[config.mk]
export PLATFORM = sky130hd
export DESIGN_NAME = ps2_cmd_decoder
export DESIGN_NICKNAME = d
export VERILOG_FILES = /design/src/rtl/ps2_cmd_pkg.sv /design/src/rtl/cmd_fifo.sv /design/src/rtl/ps2_cmd_decoder.sv
export SDC_FILE = /design/constraint.sdc
export NUM_CORES = 1
export LEC_CHECK = 0
export CAP_MARGIN = 0
export CORE_MARGIN = 3
export CORE_UTILIZATION = 54
export DETAILED_ROUTE_END_ITERATION = 8
export PLACE_DENSITY = 0.86
export SETUP_SLACK_MARGIN = 0.5
export SLEW_MARGIN = 20
export SYNTH_ARGS = -nofsm -noshare
export SYNTH_HDL_FRONTEND = slang
export SYNTH_HIERARCHICAL = 1
export SYNTH_SLANG_ARGS = --single-unit
[constraint.sdc]
create_clock -name clk -period 3.9 [get_ports clk]
set_input_delay 0.975 -clock clk [delete_from_list [all_inputs] [get_ports clk]]
set_output_delay 0.975 -clock clk [all_outputs]
set_load 0.005 [all_outputs]
[src/rtl/ps2_cmd_pkg.sv]
// Shared types, scan-code constants and the key decode table for the PS/2 command decoder.
// Entries carry a command kind plus a digit that is only non-zero for DIGIT.
package ps2_cmd_pkg;

    typedef enum logic [2:0] {
        DIGIT  = 3'd0,
        UP     = 3'd1,
        DOWN   = 3'd2,
        LEFT   = 3'd3,
        RIGHT  = 3'd4,
        ENTER  = 3'd5,
        CLEAR  = 3'd6,
        ESCAPE = 3'd7
    } cmd_kind_t;

    typedef logic [2:0] dec_state_t;

    localparam dec_state_t ST_IDLE    = 3'd0;
    localparam dec_state_t ST_EXT     = 3'd1;
    localparam dec_state_t ST_BRK     = 3'd2;
    localparam dec_state_t ST_EXT_BRK = 3'd3;
    localparam dec_state_t ST_SKIP    = 3'd4;

    localparam logic [7:0] SC_E0 = 8'hE0;
    localparam logic [7:0] SC_E1 = 8'hE1;
    localparam logic [7:0] SC_F0 = 8'hF0;

    localparam logic [7:0] SC_ENTER = 8'h5A;
    localparam logic [7:0] SC_BKSP  = 8'h66;
    localparam logic [7:0] SC_ESC   = 8'h76;

    localparam logic [7:0] SC_X_UP    = 8'h75;
    localparam logic [7:0] SC_X_DOWN  = 8'h72;
    localparam logic [7:0] SC_X_LEFT  = 8'h6B;
    localparam logic [7:0] SC_X_RIGHT = 8'h74;
    localparam logic [7:0] SC_X_DEL   = 8'h71;

    // Pause is E1 followed by seven more bytes that carry no command.
    localparam logic [2:0] PAUSE_TAIL = 3'd7;

    localparam logic [7:0] SC_ROW_DIGIT [9] = '{8'h16, 8'h1E, 8'h26, 8'h25, 8'h2E,
                                                8'h36, 8'h3D, 8'h3E, 8'h46};
    localparam logic [7:0] SC_PAD_DIGIT [9] = '{8'h69, 8'h72, 8'h7A, 8'h6B, 8'h73,
                                                8'h74, 8'h6C, 8'h75, 8'h7D};

    typedef struct packed {
        cmd_kind_t  kind;
        logic [3:0] digit;
    } cmd_entry_t;

    typedef struct packed {
        logic       hit;
        cmd_entry_t ent;
    } dec_t;

    function automatic dec_t decode_key(input logic       ext,
                                        input logic [7:0] code,
                                        input logic       numpad_en);
        dec_t r;
        r = '0;
        if (ext) begin
            r.hit = 1'b1;
            case (code)
                SC_X_UP:    r.ent.kind = UP;
                SC_X_DOWN:  r.ent.kind = DOWN;
                SC_X_LEFT:  r.ent.kind = LEFT;
                SC_X_RIGHT: r.ent.kind = RIGHT;
                SC_ENTER:   r.ent.kind = ENTER;
                SC_X_DEL:   r.ent.kind = CLEAR;
                default:    r.hit = 1'b0;
            endcase
        end else begin
            r.hit = 1'b1;
            case (code)
                SC_ENTER: r.ent.kind = ENTER;
                SC_BKSP:  r.ent.kind = CLEAR;
                SC_ESC:   r.ent.kind = ESCAPE;
                default:  r.hit = 1'b0;
            endcase
            for (int i = 0; i < 9; i++) begin
                if (code == SC_ROW_DIGIT[i] || (numpad_en && code == SC_PAD_DIGIT[i])) begin
                    r.hit       = 1'b1;
                    r.ent.kind  = DIGIT;
                    r.ent.digit = 4'(i + 1);
                end
            end
        end
        return r;
    endfunction

endpackage

[src/rtl/cmd_fifo.sv]
// Generic synchronous FIFO with occupancy count; head is read straight from storage.
// Latency: a push at the end of cycle N is visible at the head in N+1 when the FIFO was empty.
// Backpressure: push while full is discarded unless a pop happens in the same cycle; pop while empty is ignored.
module cmd_fifo #(
    parameter int WIDTH = 7,
    parameter int DEPTH = 4
) (
    input  logic                     clk,
    input  logic                     reset,
    input  logic                     push_vld,
    input  logic [WIDTH-1:0]         push_dat,
    input  logic                     pop_rdy,
    output logic [WIDTH-1:0]         head_dat,
    output logic                     full,
    output logic                     empty,
    output logic [$clog2(DEPTH):0]   count
);

    localparam int AW = $clog2(DEPTH);
    localparam logic [AW:0] FULL_CNT = (AW + 1)'(DEPTH);

    logic [AW-1:0]      wr_ptr_q, wr_ptr_d;
    logic [AW-1:0]      rd_ptr_q, rd_ptr_d;
    logic [AW:0]        count_q, count_d;
    logic [WIDTH-1:0]   mem_q [DEPTH];
    logic [WIDTH-1:0]   mem_d [DEPTH];
    logic               do_push, do_pop;

    always_comb begin
        do_pop   = pop_rdy && (count_q != '0);
        do_push  = push_vld && ((count_q != FULL_CNT) || do_pop);
        mem_d    = mem_q;
        wr_ptr_d = wr_ptr_q;
        rd_ptr_d = rd_ptr_q;
        count_d  = count_q;
        if (do_push) begin
            mem_d[wr_ptr_q] = push_dat;
            wr_ptr_d        = wr_ptr_q + 1'b1;
        end
        if (do_pop) begin
            rd_ptr_d = rd_ptr_q + 1'b1;
        end
        case ({do_push, do_pop})
            2'b10:   count_d = count_q + 1'b1;
            2'b01:   count_d = count_q - 1'b1;
            default: count_d = count_q;
        endcase
    end

    always_ff @(posedge clk) begin
        if (reset) begin
            wr_ptr_q <= '0;
            rd_ptr_q <= '0;
            count_q  <= '0;
            mem_q    <= '{default: '0};
        end else begin
            wr_ptr_q <= wr_ptr_d;
            rd_ptr_q <= rd_ptr_d;
            count_q  <= count_d;
            mem_q    <= mem_d;
        end
    end

    assign empty    = (count_q == '0);
    assign full     = (count_q == FULL_CNT);
    assign count    = count_q;
    assign head_dat = empty ? '0 : mem_q[rd_ptr_q];

endmodule

[src/rtl/ps2_cmd_decoder.sv]
// Decodes PS/2 scan-code sequences into Sudoku commands and queues them in a FIFO.
// Latency: the completing byte is written at the end of its rx_ready cycle; head visible next cycle.
// Backpressure: cmd_valid/cmd_ready pop; a full FIFO drops the command and pulses err_overflow.
module ps2_cmd_decoder
    import ps2_cmd_pkg::*;
#(
    parameter int FIFO_DEPTH     = 4,
    parameter int TIMEOUT_CYCLES = 1_250_000,
    parameter int NUMPAD_EN      = 1,
    parameter int ALLOW_REPEAT   = 0
) (
    input  logic                          clk,
    input  logic                          reset,
    input  logic [7:0]                    rx_data,
    input  logic                          rx_ready,
    output cmd_kind_t                     cmd_kind,
    output logic [3:0]                    cmd_digit,
    output logic                          cmd_valid,
    input  logic                          cmd_ready,
    output logic [$clog2(FIFO_DEPTH):0]   fifo_count,
    output logic                          err_timeout,
    output logic                          err_overflow
);

    localparam int TW = $clog2(TIMEOUT_CYCLES);
    localparam logic [TW-1:0] TMO_LAST = TW'(TIMEOUT_CYCLES - 1);

    dec_state_t     state_q, state_d;
    logic [2:0]     skip_q, skip_d;
    logic [TW-1:0]  timer_q, timer_d;
    logic [8:0]     held_q, held_d;
    logic           held_vld_q, held_vld_d;
    logic           err_timeout_q, err_timeout_d;
    logic           err_overflow_q, err_overflow_d;

    logic           key_ext, is_make, is_brk;
    logic [8:0]     rx_key;
    dec_t           key_dec;
    logic           push_vld;
    cmd_entry_t     push_dat;
    cmd_entry_t     head_dat;
    logic           fifo_full, fifo_empty;

    always_comb begin
        state_d        = state_q;
        skip_d         = skip_q;
        held_d         = held_q;
        held_vld_d     = held_vld_q;
        err_timeout_d  = 1'b0;
        err_overflow_d = 1'b0;
        push_vld       = 1'b0;
        push_dat       = '0;
        key_ext        = 1'b0;
        is_make        = 1'b0;
        is_brk         = 1'b0;
        timer_d        = (state_q == ST_IDLE) ? '0 : timer_q + 1'b1;

        if (rx_ready) begin
            timer_d = '0;
            case (state_q)
                ST_IDLE: begin
                    if (rx_data == SC_E0) begin
                        state_d = ST_EXT;
                    end else if (rx_data == SC_F0) begin
                        state_d = ST_BRK;
                    end else if (rx_data == SC_E1) begin
                        state_d = ST_SKIP;
                        skip_d  = PAUSE_TAIL;
                    end else begin
                        is_make = 1'b1;
                    end
                end
                ST_EXT: begin
                    if (rx_data == SC_F0) begin
                        state_d = ST_EXT_BRK;
                    end else begin
                        key_ext = 1'b1;
                        is_make = 1'b1;
                        state_d = ST_IDLE;
                    end
                end
                ST_BRK: begin
                    is_brk  = 1'b1;
                    state_d = ST_IDLE;
                end
                ST_EXT_BRK: begin
                    key_ext = 1'b1;
                    is_brk  = 1'b1;
                    state_d = ST_IDLE;
                end
                ST_SKIP: begin
                    skip_d = skip_q - 1'b1;
                    if (skip_q == 3'd1) begin
                        state_d = ST_IDLE;
                    end
                end
                default: state_d = ST_IDLE;
            endcase
        end else if (state_q != ST_IDLE && timer_q == TMO_LAST) begin
            state_d       = ST_IDLE;
            timer_d       = '0;
            skip_d        = '0;
            err_timeout_d = 1'b1;
        end

        rx_key  = {key_ext, rx_data};
        key_dec = decode_key(key_ext, rx_data, NUMPAD_EN != 0);

        // The held key follows every accepted make, even when the FIFO has to drop it.
        if (is_make && key_dec.hit &&
            !(ALLOW_REPEAT == 0 && held_vld_q && held_q == rx_key)) begin
            held_d         = rx_key;
            held_vld_d     = 1'b1;
            push_vld       = 1'b1;
            push_dat       = key_dec.ent;
            err_overflow_d = fifo_full && !cmd_ready;
        end
        if (is_brk && held_vld_q && held_q == rx_key) begin
            held_vld_d = 1'b0;
        end
    end

    always_ff @(posedge clk) begin
        if (reset) begin
            state_q        <= ST_IDLE;
            skip_q         <= '0;
            timer_q        <= '0;
            held_q         <= '0;
            held_vld_q     <= 1'b0;
            err_timeout_q  <= 1'b0;
            err_overflow_q <= 1'b0;
        end else begin
            state_q        <= state_d;
            skip_q         <= skip_d;
            timer_q        <= timer_d;
            held_q         <= held_d;
            held_vld_q     <= held_vld_d;
            err_timeout_q  <= err_timeout_d;
            err_overflow_q <= err_overflow_d;
        end
    end

    cmd_fifo #(
        .WIDTH ($bits(cmd_entry_t)),
        .DEPTH (FIFO_DEPTH)
    ) u_cmd_fifo (
        .clk      (clk),
        .reset    (reset),
        .push_vld (push_vld),
        .push_dat (push_dat),
        .pop_rdy  (cmd_ready),
        .head_dat (head_dat),
        .full     (fifo_full),
        .empty    (fifo_empty),
        .count    (fifo_count)
    );

    assign cmd_valid    = !fifo_empty;
    assign cmd_kind     = head_dat.kind;
    assign cmd_digit    = head_dat.digit;
    assign err_timeout  = err_timeout_q;
    assign err_overflow = err_overflow_q;

endmodule

==> results.tsv <==
stage	metric	value	unit
status	status	complete, no violations	
die	core box area	7890	sq um
finish	most common cell after layout, fill and taps aside	dfxtp_1	
finish	Storage cell area	1480	sq um
sta	RSZ-0062 raised after global routing	yes	
critical_path	WP data required	4130	ps
critical_path	crit-path cells	buf_8 > buf_6 > and3b_2 > o21a_1 > a221oi_2 > or4b_4 > o211a_4 > clkinv_4 > nand2b_4 > fa_2 > nand2b_4 > mux2i_1 > a31oi_1	
synthesis	Post-synth EDFFs	0	
sta	fin crit period	3340	ps
global_route	initial antenna violation count	0	
synthesis	Syn Nets	535	
finish	fill cell count	577	
die	die area	9450	sq um
die	DIE WIDTH	97.2	microns
clocking	Num Clock Sinks	74	
global_route	first-pass GRT wire length	19000	microns
critical_path	peak fanout along the critical path	6	
place	pre-CTS setup slack	-137	ps
critical_path	cell repeated most along the worst path	nand2b_4	
global_route	vias in the first global route	4110	
critical_path	Crit Path Category	input port to register	
synthesis	main area contributors after synthesis	dfxtp_1 (33%), mux2i_1 (8.2%), nand2b_1 (6.3%)	
clocking	Clock H-tree levels	3	
finish	highest-count cells in the layout ignoring fill and taps	dfxtp_1 (74), buf_4 (70), nor2_1 (49)	
critical_path	Crit. End Element	register	
finish	share of layout cells above drive strength 1	0.234	
synthesis	register area share after synthesis	0.330	
global_route	total grt overflow	0	
die	Die Y	97.2	microns
synthesis	post-synth cell types	68	
sta	final period utilization	0.856	
sta	final worst slack	563	ps
clocking	total CTS buffers	9	
finish	ANT cells	0	
place	Port Buffers	24	
sta	final hold viol count	0	
drt	via count	4116	
die	Rows	32	
place	GPL Wtd Cong	0.946	
sta	Fmax	0.300	GHz
sta	Worst-Margin Slew	712	ps
critical_path	startpoint types	input port	
critical_path	critical path's slowest cell	or4b_4	
clocking	CTS tree	built	
hold_path	Hold Crit Class	register to register	
power_and_ir_drop	maximum vdd drop	0.000201	V
die	# IOs	25	
synthesis	Synthesis Warnings	6	
drt	router iterations before antenna repair	5	
power_and_ir_drop	total power	1.70	mW
critical_path	max incr delay on CP	510	ps
drt	drt drc	0	
critical_path	Crit path arrival time	3570	ps
sta	Slew HR	0.521	
synthesis	Main synth FF type	dfxtp_1	
drt	final wirelength	11600	microns
clocking	Longest Clk Path Bufs	2	
drt	DRT antenna net count	0	
sta	setup TNS	0	ps
synthesis	synthesized area	4490	sq um
synthesis	area leader, netlist	dfxtp_1	
drt	initial drt markers	240	
drt	Vias/cell	5.87	
finish	multi-input logic area	2860	sq um
die	initial core utilization	0.570	
synthesis	ys async rst share	0	
power_and_ir_drop	Leakage	2.13	nW
synthesis	share of the synthesized area in the top cell type	0.330	
sta	final setup fails	0	
power_and_ir_drop	pwr/cell area	305	nW/um^2
finish	nets@finish	615	
clocking	clk slew on worst S/H paths	80	ps
drt	post-DR wirelength/cell	16.6	microns
flow_run	maximum capacitance violations	0	
synthesis	number of synthesized register bits	74	
sta	Clock Skew	12.0	ps
global_route	GRT Util Overall	0.243	
clocking	Clock Latency Late Sink	360	ps
synthesis	Avg Synthesized Cell Area	8.73	sq um
synthesis	Syn Inst Count	515	
clocking	CTS root buf	clkbuf_8	
sta	Slew Viols, Final	0	
global_route	largest net degree at the start of global routing	39	
place	DP HPWL	7970	microns
finish	Area Overhead vs Synth	24.2	%
-- per-layer routing --
| layer | share of wire | GRT usage |
|---|---|---|
| met5 | 0 | 0 |
| met1 | 0.41 | 0.290 |
| met3 | 0.050 | 0.0481 |
| met4 | 0.024 | 0.0905 |
| met2 | 0.51 | 0.430 |
-- layout make-up --
cell class	instances	area share
Tap cell	102	0.0229
Timing Repair Buffer	101	0.150
Clock inverter	6	0.0161
Multi-Input combinational cell	394	0.513
Clock buffer	9	0.0222
Sequential cell	74	0.265
Inverter	15	0.0110
-- synth_stat cells, drive strengths merged (4+ instances only) --
master / instances
nor3: 12
nand3: 24
and3: 7
nor4: 7
mux2i: 37
nand4: 8
inv: 14
buf: 19
or3b: 4
xnor2: 16
xor2: 17
dfxtp: 74
a31oi: 6
nand2b: 45
a21oi: 13
nor4b: 5
mux4: 7
nand2: 44
ha: 7
o21a: 4
o21ai: 10
nor2: 49
nor3b: 7
clkbuf: 13
nor2b: 18
-- per-stage QoR --
stage               cell area, sq um  hold WS (ps)  utilization  cells
finish                          5580           479        0.708    701
floorplan                       4560           426            -    515
global placement                5160           439        0.655    669
detailed placement              5160           467        0.655    669
CTS                             5500           481        0.697    693
global route                    5580           499        0.708    701
-- critical path: cells and delay by family --
kind	cells	cell delay (ps)
AND/OR/NAND/NOR	4	920
AO/OA/AOI/OAI	4	840
adder cells (fa/ha/maj)	1	370
buffers and inverters	3	280
multiplexers	1	170
-- logic make-up after synthesis --
kind of cell / count (synthesis) / share of synthesized area
compound gates: 55 / 0.0922
xor+xnor: 33 / 0.0643
fa+ha+maj: 8 / 0.0239
buf+inv: 47 / 0.0523
flops: 74 / 0.330
mux: 46 / 0.122
simple gates: 252 / 0.315
-- registers in the layout, summed over array words and instances (netlist names) --
name	flops
u_cmd_fifo/mem_q	28
timer_q	21
held_q	9
skip_q	3
state_q	3
u_cmd_fifo/count	3
u_cmd_fifo/rd_ptr_q	2
u_cmd_fifo/wr_ptr_q	2
err_overflow	1
err_timeout	1
held_vld_q	1
-- where the power goes --
group          switching (mW)  leakage [nW]  internal, mW
combinational           0.124          1.43         0.135
sequential             0.0231         0.596         0.764
clock                   0.297         0.106         0.359
total                   0.444          2.13          1.26
-- timing repair --
item,in CTS,in global routing
pin swaps,12,11
gates resized for setup,26,33
buffers inserted,7,8
gates cloned,2,0
hold endpoints to repair,0,0
setup endpoints to repair,30,27
hold buffers,0,0
-- worst paths after layout --
check	to	depth (start not counted)	start	slack [ps]
setup reg to reg	u_cmd_fifo/count[2]	10	state_q[1]	1190
hold / removal	held_q[6]	2	held_q[6]	480
setup / recovery	u_cmd_fifo/count[2]	13	rx_data[2]	560
hold reg to reg	held_q[6]	2	held_q[6]	480
No activity file was read; power rests on OpenSTA's default activity.
